<file path="config.mk">
export PLATFORM = sky130hd
export DESIGN_NAME = range_filter
export DESIGN_NICKNAME = d
export VERILOG_FILES = /design/src/rtl/range_filter_pkg.sv /design/src/rtl/range_filter_cmp.sv /design/src/rtl/range_filter.sv
export SDC_FILE = /design/constraint.sdc
export NUM_CORES = 2
export LEC_CHECK = 0
export CORE_MARGIN = 10
export CORE_UTILIZATION = 54
export DETAILED_ROUTE_END_ITERATION = 10
export PLACE_DENSITY_LB_ADDON = 0.08
export SYNTH_ARGS = -nofsm -noshare
export SYNTH_HDL_FRONTEND = slang
export SYNTH_SLANG_ARGS = --single-unit
</file>
<file path="constraint.sdc">
create_clock -name clk -period 34 [get_ports clk]
set_input_delay 8.5 -clock clk [delete_from_list [all_inputs] [get_ports clk]]
set_output_delay 8.5 -clock clk [all_outputs]
set_load 0.01 [all_outputs]
</file>
<file path="src/rtl/range_filter_pkg.sv">
// range_filter_pkg
//   Shared definitions for the range_filter block and its comparator.
//   - state_e          : sequencing states (COLLECT, CMP, OUT)
//   - MODE_EXTRACT/EXCLUDE : cfg_mode encodings
//   - BOUND_*_FILL     : bit used to build the reset-time bounds
//                        (low = all zeros, high = all ones)
//   - beat_cnt_width() : width of the beat counter for a given beat count
package range_filter_pkg;

   typedef enum logic [1:0] {
      ST_COLLECT = 2'd0,
      ST_CMP     = 2'd1,
      ST_OUT     = 2'd2
   } state_e;

   localparam logic MODE_EXTRACT = 1'b0;
   localparam logic MODE_EXCLUDE = 1'b1;

   // Default window after reset covers the whole unsigned range.
   localparam logic BOUND_LOW_FILL  = 1'b0;
   localparam logic BOUND_HIGH_FILL = 1'b1;
   localparam logic MODE_DEFAULT    = MODE_EXTRACT;
   localparam logic INCL_DEFAULT    = 1'b0;

   // A single-beat word still needs a 1-bit counter to keep widths legal.
   function automatic int beat_cnt_width(input int beats);
      return (beats > 1) ? $clog2(beats) : 1;
   endfunction

endpackage

</file>
<file path="src/rtl/range_filter_cmp.sv">
// range_cmp
//   Combinational word-versus-window comparator.
//   Ports:
//     word_i  [DATA_W] word under test (unsigned)
//     low_i   [DATA_W] lower bound
//     high_i  [DATA_W] upper bound
//     incl_i           1 = bounds inclusive, 0 = exclusive
//     mode_i           MODE_EXTRACT passes in-range words,
//                      MODE_EXCLUDE passes out-of-range words
//     pass_o           word should be forwarded
//   An inverted window (low > high, or low == high when exclusive) makes
//   in_range false for every word; no special casing is required because
//   the two-sided compare already yields that.
module range_cmp
   import range_filter_pkg::*;
#(
   parameter int DATA_W = 128
) (
   input  logic [DATA_W-1:0] word_i,
   input  logic [DATA_W-1:0] low_i,
   input  logic [DATA_W-1:0] high_i,
   input  logic              incl_i,
   input  logic              mode_i,
   output logic              pass_o
);

   logic above_low;
   logic below_high;
   logic in_range;

   always_comb begin
      above_low  = 1'b0;
      below_high = 1'b0;
      if (incl_i) begin
         above_low  = (word_i >= low_i);
         below_high = (word_i <= high_i);
      end else begin
         above_low  = (word_i > low_i);
         below_high = (word_i < high_i);
      end
      in_range = above_low && below_high;
      pass_o   = in_range ^ (mode_i == MODE_EXCLUDE);
   end

endmodule

</file>
<file path="src/rtl/range_filter.sv">
// range_filter
//   Assembles DATA_W-bit words from IN_W-bit serial beats (MSB slice first),
//   checks each word against a programmable window and emits passing words
//   with a one-cycle valid pulse.
//   Ports:
//     clk, rst        clock (rising edge), asynchronous active-high reset
//     in_en, iot_in   serial slice and its qualifier
//     cfg_we          load cfg_low/cfg_high/cfg_mode/cfg_incl into shadow
//     cfg_low/high    window bounds (unsigned)
//     cfg_mode        0 = extract (pass in range), 1 = exclude
//     cfg_incl        1 = inclusive bounds, 0 = exclusive
//     busy            slice offered this cycle would be dropped (CMP state)
//     valid, iot_out  passing word, iot_out is zero when valid is low
//   Optional feature (macro RANGE_FILTER_STATS_EN):
//     pass_cnt, drop_cnt [CNT_W] saturating counts of forwarded / dropped
//     words, cleared by rst and by cfg_we.
//   Handshake: a slice is consumed on a rising edge where in_en=1 and
//   busy=0; slices offered while busy=1 are discarded, never stalled.
//   Timing: last beat sampled at edge N -> CMP, decision registered at
//   edge N+1 -> OUT, valid/iot_out registered at edge N+2.
module range_filter
   import range_filter_pkg::*;
#(
   parameter int DATA_W = 128,
   parameter int IN_W   = 8,
   parameter int CNT_W  = 16
) (
   input  logic              clk,
   input  logic              rst,
   input  logic              in_en,
   input  logic [IN_W-1:0]   iot_in,
   input  logic              cfg_we,
   input  logic [DATA_W-1:0] cfg_low,
   input  logic [DATA_W-1:0] cfg_high,
   input  logic              cfg_mode,
   input  logic              cfg_incl,
   output logic              busy,
   output logic              valid,
   output logic [DATA_W-1:0] iot_out
`ifdef RANGE_FILTER_STATS_EN
   ,
   output logic [CNT_W-1:0]  pass_cnt,
   output logic [CNT_W-1:0]  drop_cnt
`endif
);

   localparam int BEATS  = DATA_W / IN_W;
   localparam int BCNT_W = beat_cnt_width(BEATS);
   localparam logic [BCNT_W-1:0] LAST_BEAT = BCNT_W'(BEATS - 1);

   if (((DATA_W % IN_W) != 0) || (CNT_W < 1)) begin : g_param_check
      $error("range_filter: DATA_W must be a multiple of IN_W and CNT_W must be positive");
   end

   // ------------------------------------------------------------------
   // State and datapath registers
   // ------------------------------------------------------------------
   state_e              state_q, state_d;
   logic [BCNT_W-1:0]   cnt_q, cnt_d;
   logic [DATA_W-1:0]   shift_q, shift_d;
   logic                pass_q, pass_d;
   logic                valid_q, valid_d;
   logic [DATA_W-1:0]   out_q, out_d;

   // Shadow (written by cfg_we) and active (used by the comparator) config
   logic [DATA_W-1:0]   sh_low_q, sh_high_q;
   logic                sh_mode_q, sh_incl_q;
   logic [DATA_W-1:0]   act_low_q, act_high_q;
   logic                act_mode_q, act_incl_q;

   // Output-comb control signals
   logic                accept;
   logic                last_beat;
   logic                copy_cfg;
   logic                cmp_pass;

   // ------------------------------------------------------------------
   // FSM: state register
   // ------------------------------------------------------------------
   always_ff @(posedge clk or posedge rst) begin
      if (rst) begin
         state_q <= ST_COLLECT;
      end else begin
         state_q <= state_d;
      end
   end

   // ------------------------------------------------------------------
   // FSM: next-state logic
   // ------------------------------------------------------------------
   always_comb begin
      state_d = state_q;
      case (state_q)
         ST_COLLECT: if (last_beat) state_d = ST_CMP;
         ST_CMP:     state_d = ST_OUT;
         // A beat taken in OUT belongs to the next word; with one-beat
         // words it is also that word's last beat.
         ST_OUT:     state_d = last_beat ? ST_CMP : ST_COLLECT;
         default:    state_d = ST_COLLECT;
      endcase
   end

   // ------------------------------------------------------------------
   // FSM: output logic
   // ------------------------------------------------------------------
   always_comb begin
      busy      = (state_q == ST_CMP);
      accept    = in_en && !busy;
      last_beat = accept && (cnt_q == LAST_BEAT);
      // Config may only change between words, so a word always sees the
      // config that was active at its first beat. The copy reads the
      // registered shadow, so a cfg_we in the same cycle lands next word.
      copy_cfg  = (cnt_q == '0) && (state_q != ST_CMP);
      valid_d   = (state_q == ST_OUT) && pass_q;
      out_d     = valid_d ? shift_q : '0;
   end

   // ------------------------------------------------------------------
   // Datapath next-state
   // ------------------------------------------------------------------
   always_comb begin
      cnt_d   = cnt_q;
      shift_d = shift_q;
      pass_d  = pass_q;
      if (accept) begin
         // Concatenate then keep the low DATA_W bits: new slice enters LSBs.
         shift_d = DATA_W'({shift_q, iot_in});
         cnt_d   = last_beat ? '0 : cnt_q + 1'b1;
      end
      if (state_q == ST_CMP) begin
         pass_d = cmp_pass;
      end
   end

   always_ff @(posedge clk or posedge rst) begin
      if (rst) begin
         cnt_q   <= '0;
         shift_q <= '0;
         pass_q  <= 1'b0;
         valid_q <= 1'b0;
         out_q   <= '0;
      end else begin
         cnt_q   <= cnt_d;
         shift_q <= shift_d;
         pass_q  <= pass_d;
         valid_q <= valid_d;
         out_q   <= out_d;
      end
   end

   // ------------------------------------------------------------------
   // Configuration shadow / active registers
   // ------------------------------------------------------------------
   always_ff @(posedge clk or posedge rst) begin
      if (rst) begin
         sh_low_q   <= {DATA_W{BOUND_LOW_FILL}};
         sh_high_q  <= {DATA_W{BOUND_HIGH_FILL}};
         sh_mode_q  <= MODE_DEFAULT;
         sh_incl_q  <= INCL_DEFAULT;
         act_low_q  <= {DATA_W{BOUND_LOW_FILL}};
         act_high_q <= {DATA_W{BOUND_HIGH_FILL}};
         act_mode_q <= MODE_DEFAULT;
         act_incl_q <= INCL_DEFAULT;
      end else begin
         if (cfg_we) begin
            sh_low_q  <= cfg_low;
            sh_high_q <= cfg_high;
            sh_mode_q <= cfg_mode;
            sh_incl_q <= cfg_incl;
         end
         if (copy_cfg) begin
            act_low_q  <= sh_low_q;
            act_high_q <= sh_high_q;
            act_mode_q <= sh_mode_q;
            act_incl_q <= sh_incl_q;
         end
      end
   end

   // ------------------------------------------------------------------
   // Comparator
   // ------------------------------------------------------------------
   range_cmp #(
      .DATA_W (DATA_W)
   ) u_cmp (
      .word_i (shift_q),
      .low_i  (act_low_q),
      .high_i (act_high_q),
      .incl_i (act_incl_q),
      .mode_i (act_mode_q),
      .pass_o (cmp_pass)
   );

   assign valid   = valid_q;
   assign iot_out = out_q;

`ifdef RANGE_FILTER_STATS_EN
   // ------------------------------------------------------------------
   // Saturating statistics; a config write starts a fresh measurement.
   // ------------------------------------------------------------------
   logic [CNT_W-1:0] pass_cnt_q, drop_cnt_q;

   always_ff @(posedge clk or posedge rst) begin
      if (rst) begin
         pass_cnt_q <= '0;
         drop_cnt_q <= '0;
      end else if (cfg_we) begin
         pass_cnt_q <= '0;
         drop_cnt_q <= '0;
      end else if (state_q == ST_OUT) begin
         if (pass_q) begin
            if (!(&pass_cnt_q)) pass_cnt_q <= pass_cnt_q + 1'b1;
         end else begin
            if (!(&drop_cnt_q)) drop_cnt_q <= drop_cnt_q + 1'b1;
         end
      end
   end

   assign pass_cnt = pass_cnt_q;
   assign drop_cnt = drop_cnt_q;
`endif

endmodule

</file>
After elaboration in Yosys (flattened, before gate mapping)
Cells that the tools add are included.
{ "word_totals": {"out_inout_bits": 130, "wordCells": 40, "register_bits": 780, "inputBits": 270} }
{ "classes": {"mux": 7, "bitwise_logic": 1, "eq_ne": 5, "reduce_logical": 8, "n_lt_le_gt_ge": 4, "n_addsub": 1} }
{ "op_table": {"columns": ["cell", "n"], "rows": [
  ["128-bit greater-or-equal comparator", 1],
  ["128-bit > comparator", 1],
  ["128-bit <= comparator", 1],
  ["128-bit < comparator", 1],
  ["128-bit two-way mux", 1],
  ["2-bit one-hot mux with 3 select lines", 1],
  ["1-bit logical AND", 5],
  ["4-bit by 1-bit adder with 4-bit output, second input constant", 1],
  ["4-bit equality test, second input constant", 1],
  ["4-bit zero test", 1],
  ["4-bit two-way mux", 1],
  ["1-bit two-way mux", 3],
  ["2-bit by 1-bit equality test with 1-bit output, second input constant", 1],
  ["2-bit equality test, second input constant", 1],
  ["2-bit zero test", 1],
  ["2-bit two-way mux", 1],
  ["2-bit by 1-bit != test with 1-bit output, second input constant", 1],
  ["2-bit != test, second input constant", 1],
  ["1-bit zero test", 1],
  ["1-bit bitwise XOR", 1]
]} }

Logic depth before layout (Yosys ltp)
{ "logic_depth": {"ltp_word": 6, "ltp_mapped": 11} }

Modules after synthesis
Synthesis repeated with hierarchy kept, for this count alone.
{ "unflattened": {"cells_unflattened": 2575, "hier_area_um2": 35124.9} }
{ "by_module_without_submodules": {"columns": ["mod", "instances", "area_per_inst_um2", "cells_per_inst", "seq_area_each_um2"], "rows": [
  ["range_filter", 1, 28657.5, 1666, 19839.0],
  ["range_cmp", 1, 6467.5, 909, 0.0]
]} }

Least setup slack after synthesis
OpenSTA, ideal clock, no wires.
{ "synth_timing": {"path_type": "input -> register", "start": "input port in_en", "end": "register shift_q[12]", "setup_time_ns": 0.125, "setup_slack_ns": 24.019, "path_stages": 5, "arrival_time_ns": 9.856, "path_cell_list": "and2_1 -> clkbuf_1 -> clkbuf_1 -> clkbuf_1 -> mux2_2"} }
{ "synth_via": {"elab_chain_len": 1} }
{ "synth_rtl": {"columns": ["element", "line_no", "text"], "rows": [
  ["from (decl)", "range_filter.sv:30", "input logic in_en,"],
  ["1-bit logical AND", "range_filter.sv:108", "accept = in_en && !busy;"],
  ["to (signal assigned)", "range_filter.sv:144", "shift_q <= shift_d;"],
  ["to (decl)", "range_filter.sv:60", "logic [DATA_W-1:0] shift_q, shift_d;"]
]} }
Every way passes these cells.
A chain may end at the register's enable or synchronous reset.

==> impl_metrics.json <==
{
  "setup-tns-final_ns": 0,
  "fin_crit_sh": 0.324,
  "start_util": 0.543,
  "die-area_um2": 75200,
  "mappedNetlistNets": 3110,
  "core_area_um2": 64200,
  "setup_viol": 0,
  "ant_nets": 0,
  "synth_fa_ha_area_frac": 0.0925,
  "peakVddDrop_uv": 38.7,
  "end_kind": "async pin",
  "hold_violations": 0,
  "drv_slew": 0,
  "yosysSeqAreaShare": 0.568,
  "clock_latency_ns": 0.62,
  "cts_root_buf": "clkbuf_16",
  "gr-usage-all-layers": 0.226,
  "htree_levels": 3,
  "die_y_um": 274,
  "route.vias.total": 21200,
  "cp.required_ns": 34.58,
  "power_leakage_nw": 19.3,
  "area_growth_syn_to_layout_pct": 22.0,
  "synth_enable_flop_cells": 0,
  "status": "finished, final reports clean",
  "synth_top_area_cell": "dfrtp_1",
  "max_freq_mhz": 90.8,
  "synth_xor_area_frac": 0.000251,
  "synth-simple-area-share": 0.0564,
  "clockBufferDepth": 3,
  "ys_warn_count": 0,
  "synth_top_cell_area_share": 0.376,
  "vias_per_cell": 5.40,
  "drt-total-wl_um": 84900,
  "chipWidth_um": 274,
  "nets": 3520,
  "synth_area_leaders": "dfrtp_1 38%, mux2_2 21%, dfstp_2 19%, ha_1 9.2%, inv_1 2.9%",
  "holdBufCountCts": 0,
  "cts_setup_buffers": 0,
  "grt_max_degree": 185,
  "grt_overflow": 0,
  "gp_congestion": 0.836,
  "rows": 93,
  "syn_avg_cell_area_um2": 13.5,
  "critPathMaxFanout": 124,
  "wl_per_cell_um": 21.7,
  "syn-instance-count": 2582,
  "pin_count": 400,
  "final_common_cell": "mux2_2",
  "worstMarginPinSlew_ns": 1.17,
  "grt_pass1_vias": 23400,
  "critPathKind": "primary input to async pin",
  "post-route-min-period_ns": 11.01,
  "synth_area_um2": 34900,
  "rsz0062_at_grt": "no",
  "drc": 0,
  "cp.arrival_ns": 11.59,
  "total_power_w": 0.00354,
  "synth_compound_area_frac": 0.0370,
  "synth_top_flop_cell": "dfrtp_1",
  "synthMuxAreaShare": 0.207,
  "hold_class": "flop to flop",
  "cts_buffers": 81,
  "clk_pin_slew_worst_paths_ns": 0.06,
  "port-buffer-count": 399,
  "ys_async_sr_fraction": 1.00,
  "firstDrtPassIters": 4,
  "antenna_found_initial": 11,
  "synth_cell_type_count": 55,
  "power_density_nw_per_um2": 83.1,
  "start_kind": "primary input",
  "final_layout_size_suffix_gt1_frac": 0.347,
  "skew_ns": 0.0264,
  "drt_iter0_drc": 1071,
  "cts_tree": "done",
  "dpl.hpwl_um": 61000,
  "max_slew_margin": 0.218,
  "ctsResizeCount": 0,
  "drv_cap": 0,
  "synth_seq_cells": 780,
  "clock-sinks": 780,
  "synth_top_family_by_area": "multiplexers",
  "layout_common_cells": "643 x mux2_2, 524 x dfrtp_1, 398 x clkdlybuf4s50_1",
  "grt_pass1_wl_um": 132000
}
## synth_stat cells (7+ instances only)
library cell,count
nand4_1,43
a21o_1,24
nor3_1,12
and2_1,129
ha_1,258
a211oi_1,7
inv_1,268
dfrtp_1,524
and4_1,11
a21oi_1,88
buf_1,9
mux2_2,643
clkbuf_1,74
nor2_1,21
nand2_1,57
dfstp_2,256
nand3_1,25
nor4_1,7
a221oi_1,15
o21ai_0,41
## stage by stage
stage,setup slack (ns),util,hold slack (ns),area (um^2),instances
after floorplan,4.03,-,0.414,34900,2582
after global placement,22.28,0.620,0.429,39800,3764
after detailed placement,22.19,0.620,0.450,39800,3764
after CTS,22.85,0.663,0.459,42600,3913
after global routing,22.50,0.663,0.482,42600,3914
final,22.99,0.663,0.457,42600,3914
## layer usage
metal  share of wire  global-route usage  vias up  routed length (um)
met5          0.0012                   0        -                 100
met4           0.029              0.0776       18                2440
met3           0.054              0.0515      149                4570
met2            0.50               0.386      442               42100
met1            0.42               0.279    10700               35600
li1                -                   -     9798                   -
## registers in the layout, indices dropped and copies added, names as in the netlist
| register | flops |
|---|---|
| pass_q | 1 |
| act_low_q | 128 |
| act_mode_q | 1 |
| sh_high_q | 128 |
| act_high_q | 128 |
| valid | 1 |
| iot_out | 128 |
| cnt_q | 4 |
| sh_mode_q | 1 |
| sh_low_q | 128 |
| shift_q | 128 |
| sh_incl_q | 1 |
| act_incl_q | 1 |
| state_q | 2 |
## path summary, 6_finish.rpt
kind	start	to	slack, ns	depth (start not counted)
worst max register to register	act_high_q[61]	pass_q	30.29	11
min in group asynchronous	rst	iot_out[121]	8.48	2
worst min-delay path	state_q[0]	state_q[0]	0.46	1
max in group clk	state_q[1]	busy	23.42	3
worst max-delay path	rst	shift_q[64]	22.99	4
worst min register to register	state_q[0]	state_q[0]	0.46	1
## area by class of cell
type	instances	area [um^2]
Fill cell	4768	21700
Multi-Input combinational cell	1448	13800
Clock buffer	119	2420
Tap cell	855	1070
Timing Repair Buffer	413	4120
Clock inverter	30	368
Sequential cell	780	19800
Antenna cell	1	2.50
Inverter	268	1010
## critical path, stage by stage
cell and delay [ns]:
clkdlybuf4s50_1 0.49, inv_8 0.60, buf_4 0.90, buf_4 0.93
## cells by family after synthesis
| logic type | count (synthesis) |
|---|---|
| compound gates | 210 |
| xor+xnor | 1 |
| fa+ha+maj | 258 |
| buf+inv | 354 |
| flops | 780 |
| mux | 643 |
| simple gates | 336 |
## report_power, final
group	switching (W)	internal, W
registers	0.000243	0.00126
logic	0.000536	0.000582
clock network	0.000365	0.000554
total	0.00114	0.00239
Power figures use the tool's default switching activity.
